File: src/rtl/window_ctrl_if.sv
// window_ctrl_if: pixel-stream handshake and window report bundle for window_ctrl.
// dropCount/abortCount exist only when WINDOW_CTRL_STATS_EN is defined.
interface window_ctrl_if #(
  parameter int coordBits = 10
) ();
  logic                 frameStart;
  logic                 pixelValid;
  logic                 bufEnable;
  logic                 bufClear;
  logic                 windowValid;
  logic [coordBits-1:0] winRow;
  logic [coordBits-1:0] winCol;
  logic                 frameDone;
  logic                 frameAbort;
  logic                 busy;
`ifdef WINDOW_CTRL_STATS_EN
  logic [15:0]          dropCount;
  logic [15:0]          abortCount;
  modport master (output frameStart, pixelValid,
                  input bufEnable, bufClear, windowValid, winRow, winCol,
                        frameDone, frameAbort, busy, dropCount, abortCount);
  modport slave  (input frameStart, pixelValid,
                  output bufEnable, bufClear, windowValid, winRow, winCol,
                         frameDone, frameAbort, busy, dropCount, abortCount);
`else
  modport master (output frameStart, pixelValid,
                  input bufEnable, bufClear, windowValid, winRow, winCol,
                        frameDone, frameAbort, busy);
  modport slave  (input frameStart, pixelValid,
                  output bufEnable, bufClear, windowValid, winRow, winCol,
                         frameDone, frameAbort, busy);
`endif
endinterface

File: src/rtl/window_ctrl.sv
// window_ctrl: raster sequencer gating the row buffer and flagging complete kernel windows.
// Optional WINDOW_CTRL_STATS_EN adds saturating dropped-pixel and frame-abort counters.
module window_ctrl #(
  parameter int rowWidth    = 640,
  parameter int frameHeight = 480,
  parameter int kernelSize  = 7,
  parameter int coordBits   = 10
) (
  input  logic clk,
  input  logic reset_n,
  window_ctrl_if.slave bus
);
  localparam int CB = rowWidth > 1 ? $clog2(rowWidth) : 1;
  localparam int RB = frameHeight > 1 ? $clog2(frameHeight) : 1;
  typedef enum logic [1:0] {IDLE, PRIME, STREAM, DONE} state_t;
  state_t               state_q, state_d;
  logic [CB-1:0]        col_q, col_d, pos_col;
  logic [RB-1:0]        row_q, row_d, pos_row;
  logic                 active, acc, pix, last_col, last_row, last_prime, win_d;
  logic                 win_valid_q, frame_done_q, busy_q;
  logic [coordBits-1:0] win_row_q, win_col_q;
  // A frameStart slot is always pixel (0,0); otherwise the counters name the pixel now offered.
  always_comb begin
    active     = state_q == PRIME || state_q == STREAM;
    acc        = reset_n && (bus.frameStart || (bus.pixelValid && active));
    pix        = acc && bus.pixelValid;
    pos_col    = bus.frameStart ? '0 : col_q;
    pos_row    = bus.frameStart ? '0 : row_q;
    last_col   = int'(pos_col) == rowWidth - 1;
    last_row   = int'(pos_row) == frameHeight - 1;
    last_prime = int'(pos_row) == kernelSize - 2 && last_col;
    win_d      = pix && int'(pos_row) >= kernelSize - 1 && int'(pos_col) >= kernelSize - 1;
    col_d      = pix ? (last_col ? '0 : pos_col + 1'b1) : pos_col;
    row_d      = pix && last_col ? (last_row ? '0 : pos_row + 1'b1) : pos_row;
    state_d    = bus.frameStart ? PRIME :
                 state_q == PRIME  ? (pix && last_prime ? STREAM : PRIME) :
                 state_q == STREAM ? (pix && last_row && last_col ? DONE : STREAM) :
                 IDLE;
  end
  always_ff @(posedge clk or negedge reset_n) begin
    if (!reset_n) begin
      state_q      <= IDLE;
      col_q        <= '0;
      row_q        <= '0;
      win_valid_q  <= 1'b0;
      win_row_q    <= '0;
      win_col_q    <= '0;
      frame_done_q <= 1'b0;
      busy_q       <= 1'b0;
    end else begin
      state_q      <= state_d;
      col_q        <= col_d;
      row_q        <= row_d;
      win_valid_q  <= win_d;
      frame_done_q <= state_d == DONE;
      busy_q       <= state_d != IDLE;
      if (win_d) begin
        win_row_q <= coordBits'(pos_row);
        win_col_q <= coordBits'(pos_col);
      end
    end
  end
  assign bus.bufEnable   = acc;
  assign bus.bufClear    = reset_n && bus.frameStart;
  assign bus.frameAbort  = reset_n && bus.frameStart && active;
  assign bus.windowValid = win_valid_q;
  assign bus.winRow      = win_row_q;
  assign bus.winCol      = win_col_q;
  assign bus.frameDone   = frame_done_q;
  assign bus.busy        = busy_q;
`ifdef WINDOW_CTRL_STATS_EN
  logic [15:0] drop_q, abort_q;
  logic        drop_inc;
  assign drop_inc = bus.pixelValid && !bus.frameStart && (state_q == IDLE || state_q == DONE);
  always_ff @(posedge clk or negedge reset_n) begin
    if (!reset_n) begin
      drop_q  <= '0;
      abort_q <= '0;
    end else begin
      if (drop_inc && drop_q != 16'hFFFF) drop_q <= drop_q + 1'b1;
      if (bus.frameAbort && abort_q != 16'hFFFF) abort_q <= abort_q + 1'b1;
    end
  end
  assign bus.dropCount  = drop_q;
  assign bus.abortCount = abort_q;
`endif
endmodule

File: src/flat_wrapper.sv
// flat-port wrapper written by rule: the top's interface ports become plain ports
module window_ctrl_flat 
#(
  parameter int rowWidth    = 640,
  parameter int frameHeight = 480,
  parameter int kernelSize  = 7,
  parameter int coordBits   = 10
)
  (clk, reset_n, bus_frameStart, bus_pixelValid, bus_bufEnable, bus_bufClear, bus_windowValid, bus_winRow, bus_winCol, bus_frameDone, bus_frameAbort, bus_busy);
  window_ctrl_if #(.coordBits(coordBits)) bus_i ();
  input  logic clk;
  input  logic reset_n;
  input wire logic [$bits(bus_i.frameStart)-1:0] bus_frameStart;
  input wire logic [$bits(bus_i.pixelValid)-1:0] bus_pixelValid;
  output wire logic [$bits(bus_i.bufEnable)-1:0] bus_bufEnable;
  output wire logic [$bits(bus_i.bufClear)-1:0] bus_bufClear;
  output wire logic [$bits(bus_i.windowValid)-1:0] bus_windowValid;
  output wire logic [$bits(bus_i.winRow)-1:0] bus_winRow;
  output wire logic [$bits(bus_i.winCol)-1:0] bus_winCol;
  output wire logic [$bits(bus_i.frameDone)-1:0] bus_frameDone;
  output wire logic [$bits(bus_i.frameAbort)-1:0] bus_frameAbort;
  output wire logic [$bits(bus_i.busy)-1:0] bus_busy;
  assign bus_i.frameStart = bus_frameStart;
  assign bus_i.pixelValid = bus_pixelValid;
  assign bus_bufEnable = bus_i.bufEnable;
  assign bus_bufClear = bus_i.bufClear;
  assign bus_windowValid = bus_i.windowValid;
  assign bus_winRow = bus_i.winRow;
  assign bus_winCol = bus_i.winCol;
  assign bus_frameDone = bus_i.frameDone;
  assign bus_frameAbort = bus_i.frameAbort;
  assign bus_busy = bus_i.busy;
  window_ctrl #(.rowWidth(rowWidth), .frameHeight(frameHeight), .kernelSize(kernelSize), .coordBits(coordBits)) u_core (.clk(clk), .reset_n(reset_n), .bus(bus_i));
endmodule
File: config.mk
export PLATFORM = sky130hd
export DESIGN_NAME = window_ctrl_flat
export DESIGN_NICKNAME = d
export VERILOG_FILES = /design/src/rtl/window_ctrl_if.sv /design/src/rtl/window_ctrl.sv /design/src/flat_wrapper.sv
export SDC_FILE = /design/constraint.sdc
export NUM_CORES = 1
export LEC_CHECK = 0
export ABC_AREA = 1
export CAP_MARGIN = 5
export CORE_UTILIZATION = 50
export DETAILED_ROUTE_END_ITERATION = 7
export PLACE_DENSITY = 0.74
export SYNTH_ARGS = -nofsm -noshare
export SYNTH_HDL_FRONTEND = slang
export SYNTH_SLANG_ARGS = --single-unit
File: constraint.sdc
create_clock -name clk -period 2.2 [get_ports clk]
set_input_delay 0.44 -clock clk [delete_from_list [all_inputs] [get_ports clk]]
set_output_delay 0.44 -clock clk [all_outputs]
set_load 0.01 [all_outputs]
After elaboration in Yosys (flattened, before gate mapping)
Cells that the tools add are included.

storage, ports and cells
  RAM bits = 0
  memories = 0
  bits of input ports = 4
  bits in latches = 0
  bits in registers = 43
  output and inout bits = 26
  logic and storage cells = 44
  ROM bits = 0

operators by class
  add/subtract/negate cells = 2
  reduce and logical (&&, ||, !) cells = 15
  $lt $le $gt $ge = 2
  multiplexer cells = 11
  shift operators = 0
  div/mod/pow operators = 0
  $mul = 0
  eq/ne operators = 6
  bitwise operators = 0

operators by type and width
  kind                                                                                  number
  10-bit 2-to-1 mux                                                                     3
  9-bit 2-to-1 mux                                                                      3
  1-bit logical AND                                                                     12
  10-bit by 1-bit adder with 10-bit output, second input constant                       1
  10-bit equality test, second input constant                                           1
  10-bit by 3-bit greater-or-equal comparator with 1-bit output, second input constant  1
  9-bit by 1-bit adder with 9-bit output, second input constant                         1
  9-bit by 4-bit equality test with 1-bit output, second input constant                 1
  9-bit by 7-bit equality test with 1-bit output, second input constant                 1
  9-bit by 3-bit greater-or-equal comparator with 1-bit output, second input constant   1
  2-bit 2-to-1 mux                                                                      4
  2-bit equality test, second input constant                                            2
  2-bit by 1-bit equality test with 1-bit output, second input constant                 1
  1-bit logical OR                                                                      2
  2-bit nonzero test                                                                    1
  1-bit 2-to-1 mux                                                                      1

Depth between registers and ports, before layout
Gate-level depths: netlist of run 1.

  depth in word-level cells = 13
  gate-level depth with buffers = 12

Least setup slack after synthesis of run 1
OpenSTA, ideal clock, no wires.

  path type = input -> register
  start point = input bus_frameStart
  end point = register u_core.row_q[0]
  setup slack = 0.311 ns
  data arrival time = 1.761 ns
  data required time = 2.072 ns
  buffers on the path = 1
  stages on the path = 9
  cell sequence = buf_4 -> nor2_1 -> ha_1 -> nand2_1 -> nor2_1 -> nand3_1 -> nor2_2 -> nand2_1 -> xor2_1

on the way
  elaborated cells on any way between the ends = 11

RTL lines
  element                line                text
  from (decl)            flat_wrapper.sv:13  input wire logic [$bits(bus_i.frameStart)-1:0] bus_frameStart;
  10-bit 2-to-1 mux      window_ctrl.sv:27   pos_col = bus.frameStart ? '0 : col_q;
  via u_core.pos_col[0]  window_ctrl.sv:17   logic [CB-1:0] col_q, col_d, pos_col;
  10-bit equality test   window_ctrl.sv:29   last_col = int'(pos_col) == rowWidth - 1;
  1-bit logical AND      window_ctrl.sv:34   row_d = pix && last_col ? (last_row ? '0 : pos_row + 1'b1) : pos_row;
  9-bit 2-to-1 mux       window_ctrl.sv:34
  via u_core.row_d[0]    window_ctrl.sv:18   logic [RB-1:0] row_q, row_d, pos_row;
  to (signal assigned)   window_ctrl.sv:53   row_q <= row_d;
  to (decl)              window_ctrl.sv:18

The timed path passes the listed nets, and every way through them passes these cells.
A chain may end at the register's enable or synchronous reset.

Worst setup path in the final report of run 1
  start point = input bus_frameStart
  end point = output bus_bufClear

on the way
  longest elaborated chain between the ends = 1

RTL lines
  element            line                text
  1-bit logical AND  window_ctrl.sv:64   assign bus.bufClear = reset_n && bus.frameStart;
  to (decl)          flat_wrapper.sv:16  output wire logic [$bits(bus_i.bufClear)-1:0] bus_bufClear;

No other way between the ends.

==> results of run 1 <==
-- final cells by class --
type                       count  area (sq um)  share of cell area, %
sequential                    43          1080                   35.7
clock buffer                   6          82.6                   2.74
tap                           52          65.1                   2.16
clock inverter                 2          35.0                   1.16
multi-input combinational    206           962                   31.9
timing repair buffer          72           634                   21.1
inverter                      42           158                   5.23
-- state kept, by name, indices dropped and copies added, names as in the netlist --
name / flops
u_core.row_q: 9
u_core.bus.winRow: 9
u_core.bus.frameDone: 1
u_core.bus.busy: 1
u_core.bus.winCol: 10
u_core.col_q: 10
u_core.bus.windowValid: 1
u_core.state_q: 2
-- critical path, delay by kind of cell --
family | cells | cell delay (ns)
buf+inv | 4 | 1.10
simple gates | 1 | 0.08
-- kinds of logic (layout without fill, tap and decap cells) --
| logic type | count (synthesis) | after routing | synth area share, % |
|---|---|---|---|
| simple gates | 161 | 161 | 30.8 |
| buf+inv | 49 | 122 | 9.55 |
| flops | 43 | 43 | 47.8 |
| compound gates | 37 | 37 | 8.33 |
| fa+ha+maj | 4 | 4 | 2.22 |
| xor+xnor | 3 | 3 | 1.17 |
| other cells | 1 | 1 | 0.166 |
-- power by group through the flow --
stage | sequential [mW] | combinational [mW] | clock [mW]
6_report | 0.808 | 0.122 | 0.655
5_1_grt | 0.810 | 0.136 | 0.696
4_1_cts | 0.809 | 0.125 | 0.669
3_5_place_dp | 0.824 | 0.125 | 0
3_3_place_gp | 0.824 | 0.121 | 0
2_1_floorplan | 0.827 | 0.0455 | 0
-- how the worst min path moves through the flow --
| stage | endpoint | slack, ns | cells after the start |
|---|---|---|---|
| after global placement | u_core.bus.busy$_DFF_PN0_ | 0.32 | 1 |
| after global routing | u_core.col_q[6]$_DFF_PN0_ | 0.17 | 2 |
| after floorplan | u_core.bus.busy$_DFF_PN0_ | 0.14 | 0 |
| after CTS | u_core.col_q[6]$_DFF_PN0_ | 0.17 | 2 |
| after detailed placement | u_core.bus.busy$_DFF_PN0_ | 0.32 | 1 |
| final | u_core.col_q[6]$_DFF_PN0_ | 0.16 | 2 |
-- what timing repair did --
action                                  CTS  global route
endpoints found under the hold margin     7             0
hold buffers                              1             0
endpoints found under the setup margin    3             1
resized for setup                         2             2
-- layer usage --
metal  global-route usage, %  wire length, um
met1                    30.5             2470
met2                    37.8             2400
met3                    4.39              242
met4                    9.30               60
met5                       0                0
-- layout by cell type (no fill, tap or decap), drive strengths merged, types with 3 or more instances in the layout --
cell type and count:
nand2 74, buf 44, dfrtp 43, nor2 43, inv 42, o21ai 30, nand3 29, clkdlybuf4s50 24
nand4 8, nor3 6, a21oi 6, clkbuf 6, ha 4, xor2 3
-- stage by stage --
| step | area, sq um | instances | utilization (%) | hold WS, ns |
|---|---|---|---|---|
| CTS | 3010 | 423 | 69.1 | 0.170 |
| global placement | 2880 | 414 | 66.2 | 0.315 |
| detailed placement | 2880 | 414 | 66.2 | 0.317 |
| floorplan | 2250 | 298 | - | 0.144 |
| global route | 3010 | 423 | 69.2 | 0.174 |
| finish | 3010 | 423 | 69.2 | 0.161 |
==> out/summary.txt, run 1 <==
final net count = 378
status = finished, final reports clean
Diodes inserted = 0
CP Capture Type = primary output
final setup TNS = 0 ns
vias in the first global route = 2044
CP Class = in -> out
Setup WS post-layout = 0.146 ns
Pint = 1.22 mW
area grow syn2layout = 33.7%
endpoints failing hold = 0
Clock Sinks = 43
CTS tree = yes
final antenna-violating net count = 0
Post-synth top flop = dfrtp_1
Worst path slowest cell = clkdlybuf4s50_1
VDD IR-drop max = 0.000349 V
CTS root buffer = clkbuf_8
die area = 4780 sq um
WP data required = 1.76 ns
max-cap violations = 0
Cell variety after synth = 23
total track usage = 23.2%
number of synthesized flops with an enable pin = 0
hpwl dp = 3930 um
Routability Congestion = 0.953
clk_skew = 0.00951 ns
number of antenna violations at the first check in global routing = 0
most common cell in the netlist = nand2_1
Logic pwr share = 7.7%
largest net degree at the start of global routing = 23
R2R Setup Slk = 0.32 ns
crit-path max FO = 6
Vias per Instance = 5.05
overall power = 1.59 mW
Clock Latency Late Sink = 0.31 ns
number of H-tree levels = 2
Port-buffer cells = 28
Synth async-reset ratio = 100%
CP Launch Type = input pin
Hold WC Path Type = in -> async
FILL cells = 360
Reg2Reg Depth = 12
synth cell count leaders = nand2_1 (71), dfrtp_1 (43), inv_1 (41), nor2_1 (41), nand3_1 (28)
io pins = 30
CP endpoint = bus_bufClear
First-pass DRT Iterations = 5
Sw Share = 22.8%
crit-path max cell delay = 0.52 ns
cts bufs inserted = 5
worst setup path startpoint = bus_frameStart
Max clock buf depth = 2
FF-to-FF End = u_core.bus.winRow[6]$_DFFE_PN0P_
final setup fails = 0
YS warnings = 0
post-synthesis cell count = 298
vias = 2138
critical-path cell list = clkdlybuf4s15_1 > buf_4 > nand2_1 > inv_1 > clkdlybuf4s50_1
Lkg Pwr = 1.49 nW
Worst-path clk slew = 0.09 ns
first-pass GRT wire length = 8920 um
max-slew violation count = 0
Clock power frac = 41.3%
Starting Density = 51.8%
period utilization = 93.4%
DRT iter0 DRCs = 105
Die W = 69.1 um
worst r2r src = u_core.state_q[0]$_DFF_PN0_
Synth Area per Inst = 7.56 sq um
sequential share of the synthesized area = 47.8%
Synth Cell Area = 2250 sq um
drc violations = 0
post-layout minimum cycle time = 2.05 ns
DP Worst Slack = -0.265 ns
Critical Path AT = 1.61 ns
register share of total power = 51.0%
Synth area leader = dfrtp_1
syn_nets = 306
Die Y = 69.1 um
layout cell share with drive strength beyond 1 = 16.2%
Cell Rows = 24
core area = 4350 sq um
RSZ-0062 raised after global routing = no
routed wire length per instance = 12.2 um
Post-Route WL = 5180 um
total grt overflow = 0
Area contributors post-synth = dfrtp_1 (48%), nand2_1 (12%), inv_1 (6.8%)
total setup buffers inserted after CTS = 0
flops & latches, synth = 43
fmax = 0.487 GHz
pwr/cell area = 526 nW/um^2
Psw = 0.361 mW
Synth top area share = 47.8%
No activity file was read; power rests on OpenSTA's default activity.
==> inputs of run 2 (changes only) <==
--- a/config.mk
+++ b/config.mk
@@ -8,8 +8,9 @@
 export ABC_AREA = 1
 export CAP_MARGIN = 5
 export CORE_UTILIZATION = 50
+export CTS_CLUSTER_SIZE = 14
 export DETAILED_ROUTE_END_ITERATION = 7
-export PLACE_DENSITY = 0.74
+export PLACE_DENSITY_LB_ADDON = 0.1
 export SYNTH_ARGS = -nofsm -noshare
 export SYNTH_HDL_FRONTEND = slang
 export SYNTH_SLANG_ARGS = --single-unit
==> run 2 against run 1 <==
Effect of this change:
- sequential share of layout area up 0.45 points
- worst setup slack better by 0.056 ns
- critical path depth up 2
- global-route usage up 0.74 points
- flip-flop and latch count unchanged
- clock skew down 0.0029 ns
- register-to-register slack better by 0.02 ns
- combinational power about the same
- wire length up 1.5%
- final cell count down 0.71%
- die area unchanged
- clock power down 2%
- largest power group unchanged
- highest routed layer unchanged
==> out/summary.txt, run 2 (same netlist as run 1, synthesis figures left out) <==
Clock Latency Late Sink = 0.30 ns (about the same)
Port-buffer cells = 28 (unchanged)
status = finished, final reports clean
clk_skew = 0.00660 ns (-0.00291 ns)
R2R Setup Slk = 0.34 ns (+0.02 ns)
Max clock buf depth = 2 (unchanged)
Clock power frac = 40.8% (-0.5 points)
area grow syn2layout = 32.0%
most common cell after layout, fill and taps aside = nand2_1
io pins = 30 (unchanged)
total grt overflow = 0 (unchanged)
final antenna-violating net count = 0 (unchanged)
overall power = 1.57 mW (-1.2%)
post-layout minimum cycle time = 2.00 ns (-0.0562 ns)
layout cell share with drive strength beyond 1 = 15.8% (-0.41 points)
vias = 2098 (-1.9%)
DRT iter0 DRCs = 194 (+85%)
fmax = 0.501 GHz (+2.8%)
RSZ-0062 raised after global routing = no
FILL cells = 396 (+10%)
Reg2Reg Depth = 10 (-2)
CP Class = reg -> out
Hold WC Path Type = in -> async
register share of total power = 51.6% (+0.6 points)
placed instance area = 2860 sq um (-0.95%)
hpwl dp = 3900 um (-0.88%)
drc violations = 0 (unchanged)
Post-Route WL = 5250 um (+1.5%)
crit-path max FO = 2 (-4)
Psw = 0.345 mW (-4.5%)
Sw Share = 22.0% (-0.75 points)
VDD IR-drop max = 0.000306 V (-12%)
CTS tree = yes
Logic pwr share = 7.6% (about the same)
cts bufs inserted = 5 (unchanged)
hold buffers post-CTS = 0 (-1)
Hold Slack = 0.120 ns (-0.0405 ns)
final net count = 375 (-0.79%)
Starting Density = 51.8% (unchanged)
core area = 4350 sq um (unchanged)
period utilization = 90.8% (-2.6 points)
Die Y = 69.1 um (unchanged)
Cell Rows = 24 (unchanged)
Worst-path clk slew = 0.08 ns (about the same)
total track usage = 23.9% (+0.74 points)
Clock Sinks = 43 (unchanged)
Finished Cell Area = 2980 sq um (-1.2%)
first-pass GRT wire length = 9140 um (+2.5%)
max-slew violation count = 0 (unchanged)
routed wire length per instance = 12.5 um (+2.2%)
number of antenna violations at the first check in global routing = 0 (unchanged)
FF-to-FF End = u_core.col_q[3]$_DFF_PN0_
max-cap violations = 0 (unchanged)
die area = 4780 sq um (unchanged)
Die W = 69.1 um (unchanged)
CP Launch Type = flip-flop
Pint = 1.22 mW (-0.29%)
Critical Path AT = 1.56 ns (-0.05 ns)
worst r2r src = u_core.col_q[1]$_DFF_PN0_
Diodes inserted = 0 (unchanged)
vias in the first global route = 1970 (-3.6%)
First-pass DRT Iterations = 4 (-1)
final setup fails = 0 (unchanged)
endpoints failing hold = 0 (unchanged)
most frequent cells in the layout = nand2_1 (71), dfrtp_1 (43), inv_1 (41), nor2_1 (41), buf_4 (40)
Lkg Pwr = 1.48 nW (-1.1%)
number of H-tree levels = 2 (unchanged)
pwr/cell area = 526 nW/um^2 (about the same)
CP Capture Type = primary output
Vias per Instance = 5.00 (-1.2%)
Routability Congestion = 0.922 (-3.2%)
CTS root buffer = clkbuf_8
WP data required = 1.76 ns (about the same)
largest net degree at the start of global routing = 34 (+48%)
## run 2: cell types whose count changed in the layout (fill, tap and decap cells not counted), sizes merged
cell         delta
dlygate4sd3     -1
buf             -2
## run 2: cell type report
class	count	area, sq um	share of cell area [%]
clock buffer	6	82.6	2.78
sequential	43	1080	36.2
tap	52	65.1	2.19
clock inverter	2	35.0	1.18
inverter	42	158	5.30
multi-input combinational	206	962	32.3
timing repair buffer	69	597	20.1
## run 2: worst max-delay path by stage
stage                                     start                        end  cells past startpoint
floorplan                        bus_frameStart  u_core.row_q[0]$_DFF_PN0_                      9
global placement                 bus_frameStart  u_core.row_q[0]$_DFF_PN0_                      9
detailed placement               bus_frameStart  u_core.col_q[3]$_DFF_PN0_                     10
CTS                 u_core.state_q[0]$_DFF_PN0_             bus_frameAbort                      4
global route        u_core.state_q[0]$_DFF_PN0_              bus_bufEnable                      7
finish              u_core.state_q[0]$_DFF_PN0_              bus_bufEnable                      7
## run 2: what timing repair did
action	CTS	global route
setup endpoints to repair	3	1
setup buffers	0	0
gates resized for setup	2	2
## run 2: layer usage
| layer | global-route usage (%) | share of wire [%] |
|---|---|---|
| met1 | 34.2 | 49 |
| met2 | 36.0 | 46 |
| met3 | 4.68 | 3.3 |
| met4 | 9.07 | 1.8 |
| met5 | 0 | 0 |
## run 2: worst max-delay path, cell delays in order (launching register included)
cell           delay [ns]
dfrtp_1              0.35
inv_1                0.05
ha_1                 0.31
inv_1                0.06
nand2_1              0.04
nand2_1              0.09
and2_1               0.12
dlygate4sd2_1        0.25
## run 2: per-stage QoR
stage	utilization (%)	std cells	setup WS, ns	setup TNS [ns]
floorplan	-	298	0.311	0
global placement	65.6	412	-0.114	-1.67
detailed placement	65.6	412	-0.144	-3.34
CTS	68.2	420	0.111	0
global route	68.3	420	0.110	0
finish	68.3	420	0.202	0
## run 2: power by group through the flow
stage	sequential, mW	combinational, mW	clock (mW)
6_report	0.808	0.119	0.639
5_1_grt	0.810	0.133	0.680
4_1_cts	0.809	0.122	0.647
3_5_place_dp	0.824	0.122	0
3_3_place_gp	0.824	0.120	0
2_1_floorplan	0.827	0.0455	0
==> inputs of run 3 (changes only) <==
--- a/config.mk
+++ b/config.mk
@@ -6,7 +6,6 @@
 export NUM_CORES = 1
 export LEC_CHECK = 0
 export ABC_AREA = 1
-export CAP_MARGIN = 5
 export CORE_UTILIZATION = 50
 export CTS_CLUSTER_SIZE = 14
 export DETAILED_ROUTE_END_ITERATION = 7
==> constraint.sdc (replaced) <==
create_clock -name clk -period 2.2 [get_ports clk]
set_input_delay 0.44 -clock clk [delete_from_list [all_inputs] [get_ports clk]]
set_output_delay 0.44 -clock clk [all_outputs]
set_load 0.02 [all_outputs]
==> run 3 against run 2 <==
Effect of this change:
- clock skew is 0.00053 ns higher
- final cell count down 0.71%
- core utilization decreased by 0.55 points
- power fell by 0.26%
- combinational power about the same
- worst hold slack lost 0.0036 ns
- register-to-register slack hardly changed
- non-clock buffer count decreased by 3
- clock-buffer cell count unchanged
- wire length fell by 3.3%
- global-route usage decreased by 0.93 points
- maximum frequency shrank 4.2%
==> out/summary.txt, run 3 (same netlist as run 1, synthesis figures left out) <==
vias in the first global route = 1943 (-1.4%)
Pint = 1.22 mW (-0.25%)
drc violations = 0 (unchanged)
VDD IR-drop max = 0.000345 V (+13%)
Worst-path clk slew = 0.08 ns (about the same)
total track usage = 23.0% (-0.93 points)
final antenna-violating net count = 0 (unchanged)
most frequent cells in the layout = nand2_1 (71), dfrtp_1 (43), inv_1 (41), nor2_1 (41), buf_4 (37)
DRT iter0 DRCs = 158 (-19%)
clk_skew = 0.00713 ns (+0.000533 ns)
total setup buffers inserted after CTS = 0 (unchanged)
Starting Density = 51.8% (unchanged)
post-cts sizing count = 2 (unchanged)
first-pass GRT wire length = 8840 um (-3.3%)
status = finished, final reports clean
crit-path max FO = 6 (+4)
placed instance area = 2830 sq um (-0.79%)
Final Non-Filler Cells = 417 (-0.71%)
core area = 4350 sq um (unchanged)
Cell Rows = 24 (unchanged)
hold buffers post-CTS = 0 (unchanged)
highest metal layer with signal wires = met4
Clock Latency Late Sink = 0.29 ns (about the same)
Die W = 69.1 um (unchanged)
Routability Congestion = 0.924 (+0.12%)
die area = 4780 sq um (unchanged)
Hold WC Path Type = in -> async
Hold Slack = 0.117 ns (-0.00364 ns)
Clock Sinks = 43 (unchanged)
CP Capture Type = primary output
layout cell share with drive strength beyond 1 = 15.1% (-0.69 points)
Post-Route WL = 5080 um (-3.3%)
Die Y = 69.1 um (unchanged)
largest net degree at the start of global routing = 32 (-5.9%)
Clock power frac = 40.4% (-0.4 points)
io pins = 30 (unchanged)
fmax = 0.480 GHz (-4.2%)
Vias per Instance = 4.98 (-0.24%)
Critical Path AT = 1.65 ns (+0.09 ns)
max-slew violation count = 0 (unchanged)
total grt overflow = 0 (unchanged)
most common cell after layout, fill and taps aside = nand2_1
routed wire length per instance = 12.2 um (-2.6%)
vias = 2078 (-0.95%)
final setup fails = 0 (unchanged)
Setup WS post-layout = 0.114 ns (-0.0876 ns)
CTS root buffer = clkbuf_8
Logic pwr share = 7.8% (+0.2 points)
post-layout minimum cycle time = 2.09 ns (+0.0876 ns)
max-cap violations = 0 (unchanged)
final net count = 372 (-0.80%)
WP data required = 1.76 ns (about the same)
number of antenna violations at the first check in global routing = 0 (unchanged)
placed instance count = 409 (-0.73%)
Max clock buf depth = 2 (unchanged)
Sw Share = 22.0% (about the same)
Port-buffer cells = 28 (unchanged)
met2 wire length = 2320 um (-3.6%)
Diodes inserted = 0 (unchanged)
WL met3 = 230 um (+34%)
number of H-tree levels = 2 (unchanged)
CTS tree = yes
Finished Cell Area = 2950 sq um (-0.80%)
CP Launch Type = input pin
First-pass DRT Iterations = 4 (unchanged)
hpwl dp = 3790 um (-2.7%)
CP Class = in -> out
period utilization = 94.8% (+4.0 points)
met1 WL = 2480 um (-3.7%)
RSZ-0062 raised after global routing = no
cts bufs inserted = 5 (unchanged)
DP Worst Slack = -0.349 ns (-0.205 ns)
endpoints failing hold = 0 (unchanged)
fin util = 67.8% (-0.55 points)
register share of total power = 51.7% (about the same)
Lkg Pwr = 1.46 nW (-0.95%)
pwr/cell area = 529 nW/um^2 (+0.54%)
area grow syn2layout = 31.0%
Psw = 0.344 mW (-0.29%)
-- run 3: changes by cell type in the layout (fill, tap and decap cells not counted) --
cell	previous run	this run
clkdlybuf4s15_1	1	0
buf_4	40	37
dlygate4sd2_1	1	2
-- run 3: critical path, cell delays in order --
cell             delay, ns
dlygate4sd2_1         0.36
buf_4                 0.16
nand2_1               0.05
inv_1                 0.05
clkdlybuf4s50_1       0.59
-- run 3: final cells by class --
cell class | instances | area (sq um)
fill | 400 | 1400
sequential | 43 | 1080
multi-input combinational | 206 | 962
timing repair buffer | 66 | 573
inverter | 42 | 158
clock buffer | 6 | 82.6
tap | 52 | 65.1
clock inverter | 2 | 35.0
-- run 3: through the flow --
stage                     power [mW]  TNS, ns
final                           1.56        0
after global routing            1.64        0
after CTS                       1.58        0
after detailed placement       0.950    -8.57
after global placement         0.949    -7.48
after floorplan                0.882        0
-- run 3: power by group through the flow --
stage	Combinational, mW	Clock (mW)	Sequential [mW]
after detailed placement	0.126	0	0.824
after global placement	0.125	0	0.824
after CTS	0.125	0.649	0.808
after floorplan	0.0494	0	0.832
final	0.122	0.632	0.808
after global routing	0.138	0.692	0.810
-- run 3: routing by layer --
metal / track usage (%) / up-vias
met5: 0 / -
met4: 5.44 / 0
met3: 4.09 / 6
li1: - / 1077
met1: 32.7 / 946
met2: 36.7 / 49
-- run 3: path summary, 6_finish.rpt --
check | endpoint | cells after the start | slack (ns) | startpoint
min in group clk | u_core.bus.winCol[5]$_DFFE_PN0P_ | 2 | 0.48 | u_core.bus.winCol[5]$_DFFE_PN0P_
worst max register to register | u_core.col_q[3]$_DFF_PN0_ | 10 | 0.33 | u_core.state_q[0]$_DFF_PN0_
worst min-delay path | u_core.bus.winRow[6]$_DFFE_PN0P_ | 2 | 0.12 | reset_n
max in group asynchronous | u_core.row_q[1]$_DFF_PN0_ | 2 | 1.70 | reset_n
worst max-delay path | bus_bufClear | 5 | 0.11 | bus_frameStart
worst min register to register | u_core.bus.winCol[5]$_DFFE_PN0P_ | 2 | 0.48 | u_core.bus.winCol[5]$_DFFE_PN0P_
